## src/rtl/ifetch_align_pkg.sv

```systemverilog
// rtl/ifetch_align_pkg.sv - shared constants and types for the RVC-aware fetch/align stage
package ifetch_align_pkg;

  localparam logic [31:0] NOP_INSTR   = 32'h0000_0013;
  localparam logic [1:0]  RVC_FULL_OP = 2'b11;
  localparam int          HW_W        = 16;
  localparam int          BUF_HW      = 3;

  localparam logic [6:0] OPC_LOAD   = 7'h03;
  localparam logic [6:0] OPC_OP_IMM = 7'h13;
  localparam logic [6:0] OPC_STORE  = 7'h23;
  localparam logic [6:0] OPC_OP     = 7'h33;
  localparam logic [6:0] OPC_LUI    = 7'h37;
  localparam logic [6:0] OPC_BRANCH = 7'h63;
  localparam logic [6:0] OPC_JALR   = 7'h67;
  localparam logic [6:0] OPC_JAL    = 7'h6f;

  typedef enum logic [1:0] {
    IDLE = 2'b00,
    WAIT = 2'b01,
    DROP = 2'b11
  } fetch_state_e;

endpackage

```

## src/rtl/ifetch_align_rvc_expander.sv

```systemverilog
// rtl/ifetch_align_rvc_expander.sv - RV32C to RV32I expander, used only when RVC_EXPAND_EN is defined
// Illegal, reserved and RV64-only encodings expand to 32'h0000_0000.
module rvc_expander
  import ifetch_align_pkg::*;
(
  input  logic [15:0] c_instr,
  output logic [31:0] instr
);

  function automatic logic [31:0] enc_i(input logic [11:0] imm, input logic [4:0] rs1,
                                        input logic [2:0] f3, input logic [4:0] rd,
                                        input logic [6:0] op);
    return {imm, rs1, f3, rd, op};
  endfunction

  function automatic logic [31:0] enc_r(input logic [6:0] f7, input logic [4:0] rs2,
                                        input logic [4:0] rs1, input logic [2:0] f3,
                                        input logic [4:0] rd, input logic [6:0] op);
    return {f7, rs2, rs1, f3, rd, op};
  endfunction

  function automatic logic [31:0] enc_s(input logic [11:0] imm, input logic [4:0] rs2,
                                        input logic [4:0] rs1, input logic [2:0] f3);
    return {imm[11:5], rs2, rs1, f3, imm[4:0], OPC_STORE};
  endfunction

  function automatic logic [31:0] enc_b(input logic [12:1] off, input logic [4:0] rs1,
                                        input logic [2:0] f3);
    return {off[12], off[10:5], 5'd0, rs1, f3, off[4:1], off[11], OPC_BRANCH};
  endfunction

  function automatic logic [31:0] enc_j(input logic [20:1] off, input logic [4:0] rd);
    return {off[20], off[10:1], off[11], off[19:12], rd, OPC_JAL};
  endfunction

  logic [15:0] c;
  logic [4:0]  rd, rs2, rdp, rs1p, shamt;
  logic [11:0] imm6, addi4spn_imm, lw_imm, lwsp_imm, swsp_imm, a16sp_imm;
  logic [19:0] lui_imm;
  logic [20:1] j_off;
  logic [12:1] b_off;

  // Immediate fields are scattered across the halfword; gather them once here.
  assign c            = c_instr;
  assign rd           = c[11:7];
  assign rs2          = c[6:2];
  assign rdp          = {2'b01, c[4:2]};
  assign rs1p         = {2'b01, c[9:7]};
  assign shamt        = c[6:2];
  assign imm6         = {{6{c[12]}}, c[12], c[6:2]};
  assign addi4spn_imm = {2'b00, c[10:7], c[12:11], c[5], c[6], 2'b00};
  assign lw_imm       = {5'b0, c[5], c[12:10], c[6], 2'b00};
  assign lwsp_imm     = {4'b0, c[3:2], c[12], c[6:4], 2'b00};
  assign swsp_imm     = {4'b0, c[8:7], c[12:9], 2'b00};
  assign a16sp_imm    = {{3{c[12]}}, c[4:3], c[5], c[2], c[6], 4'b0};
  assign lui_imm      = {{14{c[12]}}, c[12], c[6:2]};
  assign j_off        = {{9{c[12]}}, c[12], c[8], c[10:9], c[6], c[7], c[2], c[11], c[5:3]};
  assign b_off        = {{4{c[12]}}, c[12], c[6:5], c[2], c[11:10], c[4:3]};

  always_comb begin
    instr = '0;
    case ({c[1:0], c[15:13]})
      5'b00_000: if (addi4spn_imm != '0) instr = enc_i(addi4spn_imm, 5'd2, 3'b000, rdp, OPC_OP_IMM);
      5'b00_010: instr = enc_i(lw_imm, rs1p, 3'b010, rdp, OPC_LOAD);
      5'b00_110: instr = enc_s(lw_imm, rdp, rs1p, 3'b010);
      5'b01_000: instr = enc_i(imm6, rd, 3'b000, rd, OPC_OP_IMM);
      5'b01_001: instr = enc_j(j_off, 5'd1);
      5'b01_010: instr = enc_i(imm6, 5'd0, 3'b000, rd, OPC_OP_IMM);
      5'b01_011: begin
        if (rd == 5'd2) begin
          if (a16sp_imm != '0) instr = enc_i(a16sp_imm, 5'd2, 3'b000, 5'd2, OPC_OP_IMM);
        end else if ({c[12], c[6:2]} != 6'd0) begin
          instr = {lui_imm, rd, OPC_LUI};
        end
      end
      5'b01_100: begin
        case (c[11:10])
          2'b00: if (!c[12]) instr = enc_i({7'b0000000, shamt}, rs1p, 3'b101, rs1p, OPC_OP_IMM);
          2'b01: if (!c[12]) instr = enc_i({7'b0100000, shamt}, rs1p, 3'b101, rs1p, OPC_OP_IMM);
          2'b10: instr = enc_i(imm6, rs1p, 3'b111, rs1p, OPC_OP_IMM);
          default: begin
            if (!c[12]) begin
              case (c[6:5])
                2'b00:   instr = enc_r(7'b0100000, rdp, rs1p, 3'b000, rs1p, OPC_OP);
                2'b01:   instr = enc_r(7'b0000000, rdp, rs1p, 3'b100, rs1p, OPC_OP);
                2'b10:   instr = enc_r(7'b0000000, rdp, rs1p, 3'b110, rs1p, OPC_OP);
                default: instr = enc_r(7'b0000000, rdp, rs1p, 3'b111, rs1p, OPC_OP);
              endcase
            end
          end
        endcase
      end
      5'b01_101: instr = enc_j(j_off, 5'd0);
      5'b01_110: instr = enc_b(b_off, rs1p, 3'b000);
      5'b01_111: instr = enc_b(b_off, rs1p, 3'b001);
      5'b10_000: if (!c[12]) instr = enc_i({7'b0000000, shamt}, rd, 3'b001, rd, OPC_OP_IMM);
      5'b10_010: if (rd != 5'd0) instr = enc_i(lwsp_imm, 5'd2, 3'b010, rd, OPC_LOAD);
      5'b10_100: begin
        if (!c[12]) begin
          if (rs2 == 5'd0) begin
            if (rd != 5'd0) instr = enc_i(12'd0, rd, 3'b000, 5'd0, OPC_JALR);
          end else begin
            instr = enc_r(7'b0000000, rs2, 5'd0, 3'b000, rd, OPC_OP);
          end
        end else if (rs2 == 5'd0) begin
          instr = (rd == 5'd0) ? 32'h0010_0073 : enc_i(12'd0, rd, 3'b000, 5'd1, OPC_JALR);
        end else begin
          instr = enc_r(7'b0000000, rs2, rd, 3'b000, rd, OPC_OP);
        end
      end
      5'b10_110: instr = enc_s(swsp_imm, rs2, 5'd2, 3'b010);
      default: instr = '0;
    endcase
  end

endmodule

```

## src/rtl/ifetch_align.sv

```systemverilog
// rtl/ifetch_align.sv - fetch stage realigning 16/32-bit instructions for IF/ID
// Define RVC_EXPAND_EN to expand compressed instructions to RV32I before they leave the stage.
module ifetch_align
  import ifetch_align_pkg::*;
#(
  parameter logic [31:0] RESET_PC = 32'h0000_0000
) (
  input  logic        clk,
  input  logic        rst,
  input  logic        redirect_i,
  input  logic [31:0] redirect_pc_i,
  input  logic        stall_i,
  output logic        imem_req_o,
  output logic [31:0] imem_addr_o,
  input  logic        imem_ready_i,
  input  logic        imem_rvalid_i,
  input  logic [31:0] imem_rdata_i,
  output logic        valid_o,
  output logic [31:0] instr_o,
  output logic [31:0] pc_o,
  output logic        compress_o
);

  logic [BUF_HW-1:0][HW_W-1:0] hb, hb_n;
  logic [1:0]   count, cnt_pop, cnt_n, pop_hw;
  logic [31:0]  head_pc, fetch_addr;
  logic         skip;
  fetch_state_e state;

  logic outstanding, drop, head_compressed, pop, handshake, rsp, push;

  assign outstanding     = (state != IDLE);
  assign drop            = (state == DROP);
  assign head_compressed = (hb[0][1:0] != RVC_FULL_OP);
  assign valid_o         = ((count != 2'd0) && head_compressed) || (count >= 2'd2);
  assign pop             = valid_o && !stall_i && !redirect_i;
  assign pop_hw          = head_compressed ? 2'd1 : 2'd2;

  // Requesting only at count<=1 guarantees a full word always fits after any pop.
  assign imem_req_o  = !rst && !redirect_i && !outstanding && (count <= 2'd1);
  assign imem_addr_o = fetch_addr;
  assign handshake   = imem_req_o && imem_ready_i;
  assign rsp         = imem_rvalid_i && outstanding;
  assign push        = rsp && !drop && !redirect_i;

  always_comb begin
    hb_n    = hb;
    cnt_pop = count;
    if (pop) begin
      if (head_compressed) begin
        hb_n[0] = hb[1];
        hb_n[1] = hb[2];
      end else begin
        hb_n[0] = hb[2];
      end
      cnt_pop = count - pop_hw;
    end
    cnt_n = cnt_pop;
    if (push) begin
      for (int i = 0; i < BUF_HW; i++) begin
        if (skip) begin
          if (i == int'(cnt_pop)) hb_n[i] = imem_rdata_i[31:16];
        end else if (i == int'(cnt_pop)) begin
          hb_n[i] = imem_rdata_i[15:0];
        end else if (i == int'(cnt_pop) + 1) begin
          hb_n[i] = imem_rdata_i[31:16];
        end
      end
      cnt_n = cnt_pop + (skip ? 2'd1 : 2'd2);
    end
  end

  always_ff @(posedge clk) begin
    if (rst) begin
      hb         <= '0;
      count      <= 2'd0;
      state      <= IDLE;
      fetch_addr <= RESET_PC & ~32'h3;
      head_pc    <= RESET_PC;
      skip       <= RESET_PC[1];
    end else if (redirect_i) begin
      count      <= 2'd0;
      head_pc    <= redirect_pc_i & ~32'h1;
      fetch_addr <= redirect_pc_i & ~32'h3;
      skip       <= redirect_pc_i[1];
      // A reply landing in this same cycle closes the old request; only a later one is stale.
      state      <= (outstanding && !imem_rvalid_i) ? DROP : IDLE;
    end else begin
      hb    <= hb_n;
      count <= cnt_n;
      if (pop) head_pc <= head_pc + (head_compressed ? 32'd2 : 32'd4);
      if (handshake) fetch_addr <= fetch_addr + 32'd4;
      if (push && skip) skip <= 1'b0;
      case (state)
        IDLE:    if (handshake) state <= WAIT;
        WAIT:    if (imem_rvalid_i) state <= IDLE;
        DROP:    if (imem_rvalid_i) state <= IDLE;
        default: state <= IDLE;
      endcase
    end
  end

  logic [31:0] c_instr;
`ifdef RVC_EXPAND_EN
  rvc_expander u_rvc_expander (
    .c_instr (hb[0]),
    .instr   (c_instr)
  );
`else
  assign c_instr = {16'h0000, hb[0]};
`endif

  assign instr_o    = !valid_o ? NOP_INSTR : (head_compressed ? c_instr : {hb[1], hb[0]});
  assign compress_o = valid_o && head_compressed;
  assign pc_o       = head_pc;

endmodule

```

## config.mk

```make
export PLATFORM = sky130hd
export DESIGN_NAME = ifetch_align
export DESIGN_NICKNAME = d
export VERILOG_FILES = /design/src/rtl/ifetch_align_pkg.sv /design/src/rtl/ifetch_align_rvc_expander.sv /design/src/rtl/ifetch_align.sv
export SDC_FILE = /design/constraint.sdc
export NUM_CORES = 1
export LEC_CHECK = 0
export CORE_UTILIZATION = 25
export CTS_CLUSTER_DIAMETER = 200
export CTS_CLUSTER_SIZE = 24
export DETAILED_ROUTE_END_ITERATION = 16
export PLACE_DENSITY = 0.51
export SKIP_LAST_GASP = 1
export SYNTH_ARGS = -nofsm -noshare
export SYNTH_HDL_FRONTEND = slang
export SYNTH_HIERARCHICAL = 1
export SYNTH_SLANG_ARGS = --single-unit
```

## constraint.sdc

```tcl
create_clock -name clk -period 9.11 [get_ports clk]
set_clock_uncertainty 0.1 [all_clocks]
set_input_delay 2.733 -clock clk [delete_from_list [all_inputs] [get_ports clk]]
set_output_delay 2.733 -clock clk [all_outputs]
set_load 0.05 [all_outputs]
```

# After elaboration in Yosys (flattened, before gate mapping)
# Index checks and enable logic that the tools add are counted.
[word_totals]
out_inout_bits = 99
regBits = 117
word_cells = 95
[op_classes]
eq_ne = 10
n_mux = 34
reduce_logical = 33
n_bitwise = 1
n_lt_le_gt_ge = 2
n_addsub = 5
[op_table]
columns = ["operator", "n"]
rows = [
  ["two-way mux 32 bit", 8],
  ["two-way mux 16 bit", 14],
  ["adder 32 x 3 -> 32 bit", 1],
  ["adder 32 x 3 -> 32 bit (second input constant)", 1],
  ["== test 2 x 32 -> 1 bit (first input constant)", 1],
  ["logical NOT 32 bit", 1],
  ["two-way mux 2 bit", 8],
  ["logical AND 1 bit", 13],
  ["nonzero test 2 bit", 6],
  ["logical NOT 1 bit", 6],
  ["== test 2 bit (first input constant)", 2],
  ["logical NOT 2 bit", 2],
  ["case mux 2 bit (2 select lines)", 1],
  ["AND reduction 4 bit", 1],
  ["OR reduction 2 bit", 2],
  ["adder 2 x 1 -> 3 bit (second input constant)", 1],
  ["== test 2 x 3 -> 1 bit (first input constant)", 1],
  ["two-way mux 3 bit", 1],
  ["inequality test 3 x 1 -> 1 bit (second input constant)", 1],
  ["inequality test 3 bit (second input constant)", 1],
  ["adder 2 bit", 1],
  ["== test 2 x 1 -> 1 bit (second input constant)", 1],
  ["== test 2 bit (second input constant)", 1],
  [">= comparator 2 bit (second input constant)", 1],
  ["other kinds (8)", 9],
]

# Longest topological paths before layout
[depth]
word_depth = 12
ltp_mapped = 15
mapped_depth_nobuf = 11

# Worst setup path after synthesis
# OpenSTA, ideal clock, no wires.
[synth_timing]
path_kind = "in2out"
startpoint = "input rst"
endpoint = "output imem_req_o"
arrival_time_ps = 3526
cell_stages = 3
path_buffers = 1
required_time_ps = 6277
slack_ps = 2751
path_cell_list = "clkbuf_1 > nor2_1 > and2_1"
[synth_between]
elab_chain_len = 4
[synth_rtl]
columns = ["element", "line", "rtl"]
rows = [
  ["start, declared", "ifetch_align.sv:9", "input logic rst,"],
  ["logical NOT 1 bit", "ifetch_align.sv:40", "assign imem_req_o = !rst && !redirect_i && !outstanding && (count <= 2'd1);"],
  ["logical AND 1 bit (3 in a row)", "ifetch_align.sv:40", ""],
  ["end, declared", "ifetch_align.sv:13", "output logic imem_req_o,"],
]
# Every way passes these cells.

# Worst setup path after layout
# Ends and elaborated chain as after synthesis.

==> out/qor.txt <==
Most frequent cells in the layout: 162 x clkdlybuf4s50_1, 113 x dfxtp_1, 108 x nand2_1, 65 x a21oi_1, 52 x nand3_1
Critical Path End Type: output pin
Power share of the clock group: 0.453
Die area: 28,800 µm²
Horiz. Die Dim: 170 µm
Root buffer cell: clkbuf_16
# setup viols final: 0
Synth Register Bits: 114
Worst relative slew slack: 0.235
Max clock buf depth: 2
Worst setup margin: 2.06 ns
Synth cell types: 73
Seq/Total Area, Yosys: 0.324
Fill count: 2,922
CTS Buf Count: 17
Initial core utilization: 0.254
Setup WS pre-CTS: 2.05 ns
Max-cap viol count: 0
Status: completed
Maximum VDD drop: 0.0000798 V
Post-detail-place hpwl: 18.6 mm
Buf/Inv on CP: 2
Worst path slowest cell: clkdlybuf4s50_1
GRT overflow: 0
Synth top area share: 0.324
Clock sinks: 114
Sequential power share: 0.379
Ys flop type: dfxtp_1
CTS-repair resized insts: 0
Initial antenna violation count: 2
Worst path max stage delay: 0.82 ns
Combinational Power Share: 0.169
Total Wirelength: 27.2 mm
Final antenna-violating net count: 0
Max Freq: 142 MHz
Final hold vios: 0
Synth Warn #: 6
First DRT Iteration DRCs: 507
Global-route wire length before repair: 41.5 mm
CTS H-tree lvls: 4
Nets: 1,097
Critical path arrival: 4.22 ns
I/O pins: 169
CTS Hold Bufs: 0
Asr flop ratio synth: 0
Number of post-CTS setup repair buffers: 0
Peak fanout along the critical path: 32
Pin count of the biggest net entering global routing: 71
Internal cell power: 0.00100 W
Worst-Margin Slew: 1.15 ns
Switching power: 0.000444 W
Power Density: 152 nW/µm²
Vias in the first global route: 7,067
Top cell family by delay on the critical path: buffers and inverters
Sw frac: 0.307
RSZ-0062 raised after global routing: false
DR vias: 7,406
Final worst-path cycle share: 0.774
Synthesized netlist cell count: 890
Type of origin of the critical path: input port
Mapped Area: 7040 µm²
Post-synth top area cell: dfxtp_1
Avg Synthesized Cell Area: 7.91 µm²
Most common cell after layout, fill and taps aside: clkdlybuf4s50_1
Leak: 3.23 nW
Rows: 61
Worst-Skew Late Latency: 0.43 ns
Setup TNS: 0 ns
Synthesis-to-layout area growth: 35.2%
Die Span Y: 170 µm
Final-report max-slew violation count: 0
Global placer's final weighted congestion: 0.801
Tmin final: 7.05 ns
Synth area leaders: dfxtp_1 32%, nand2_1 5.8%, a21oi_1 4.6%, nand3_1 3.7%, nor2_1 2.7%
Data required, critical path: 6.28 ns
Worst-path clk slew: 0.06 ns
Pre-antenna DRT Iters: 5
WL/cell: 19.3 µm
GR Util All Layers: 0.189
Share of cells above drive strength 1: 0.0755
Tightest Hold Check Type: reg2reg
CP Class: in2out
Avg Vias per Cell: 5.25
IO buf count: 164
Critical path cell sequence: buf_4, nor2_1, and2_1, clkdlybuf4s50_1
CTS tree: done
Post-synth EDFFs: 0
DRC: 0
Core Region: 27,700 µm²
## worst paths after layout
path / start / end / slack [ns] / cells after the start
max: rst / imem_req_o / 2.06 / 4
min: hb[23] / hb[23] / 0.39 / 1
max reg2reg: c_instr[1] / hb[27] / 4.85 / 11
min reg2reg: hb[23] / hb[23] / 0.39 / 1
## sequential cells by signal, indices dropped and copies added, names as in the netlist
name         cells
pc_o            31
skip             1
imem_addr_o     30
state            2
c_instr         16
hb              32
count            2
## logic make-up after synthesis
kind of cell | count (synthesis) | synth area share
AOI/OAI and AO/OA | 254 | 0.257
xor gates and xnor gates | 31 | 0.0386
adders and majority gates | 7 | 0.0135
buffers and inverters | 89 | 0.0546
DFF | 114 | 0.324
muxes | 29 | 0.0435
other | 1 | 0.000533
and+or+nand+nor | 365 | 0.268
## metrics by stage
step	power, W	std cells	utilization	hold slack [ns]	area [µm²]
after floorplan	0.000697	892	-	0.350	7050
after global placement	0.000802	1379	0.323	0.376	8950
after detailed placement	0.000801	1379	0.323	0.376	8950
after CTS	0.00146	1411	0.343	0.388	9520
after global routing	0.00150	1411	0.343	0.405	9520
final	0.00145	1412	0.344	0.386	9520
## cell usage after synthesis (13+ instances only)
master,n
a21oi_1,65
and3_1,14
and2_1,21
o21a_1,13
nor2_1,50
nand2_1,108
nand3_1,52
nor2b_1,28
o21ai_0,24
xnor2_1,18
nand4_1,21
a211oi_1,20
inv_1,23
a311oi_1,20
dfxtp_1,114
nor3_1,18
mux2_2,13
nor4_1,13
mux2i_1,16
o211ai_1,18
clkbuf_1,41
xor2_1,13
## layer usage
layer  vias up  share of wire  GRT usage  routed length [µm]
met1      3538           0.43      0.241               11800
met5         -              0          0                   0
met2       300           0.46      0.307               12500
li1       3543              -          -                   -
met3        25          0.094     0.0558                2560
met4         0          0.016     0.0533                 424
## area by class of cell
type	instances	area, µm²	area share
multi-input cells	689	4390	0.462
flip-flops and latches	114	2280	0.240
repair buffers	174	1710	0.180
well taps	378	473	0.0497
clock buffers	20	457	0.0480
clock inverters	12	109	0.0114
inverters	24	90.1	0.00946
diodes	1	2.50	0.000263
## worst register-to-register path, cell delays in order, from the launching register on
cell and delay (ns):
dfxtp_1 0.53, and2_4 0.43, inv_1 0.08, buf_4 0.26
ha_1 0.42, nand2_1 0.14, o21ai_0 0.40, ha_1 0.25
nor2b_1 0.47, nor4b_4 0.71, a21o_1 0.26, a221o_1 0.16
## power groups by stage
stage          Combinational [W]  Clock, W  Sequential [W]
6_report                0.000244  0.000654        0.000547
4_1_cts                 0.000246  0.000666        0.000547
5_1_grt                 0.000260  0.000691        0.000551
3_5_place_dp            0.000244         0        0.000557
2_1_floorplan          0.0000874         0        0.000609
3_3_place_gp            0.000244         0        0.000558
No activity file was read; power rests on OpenSTA's default activity.
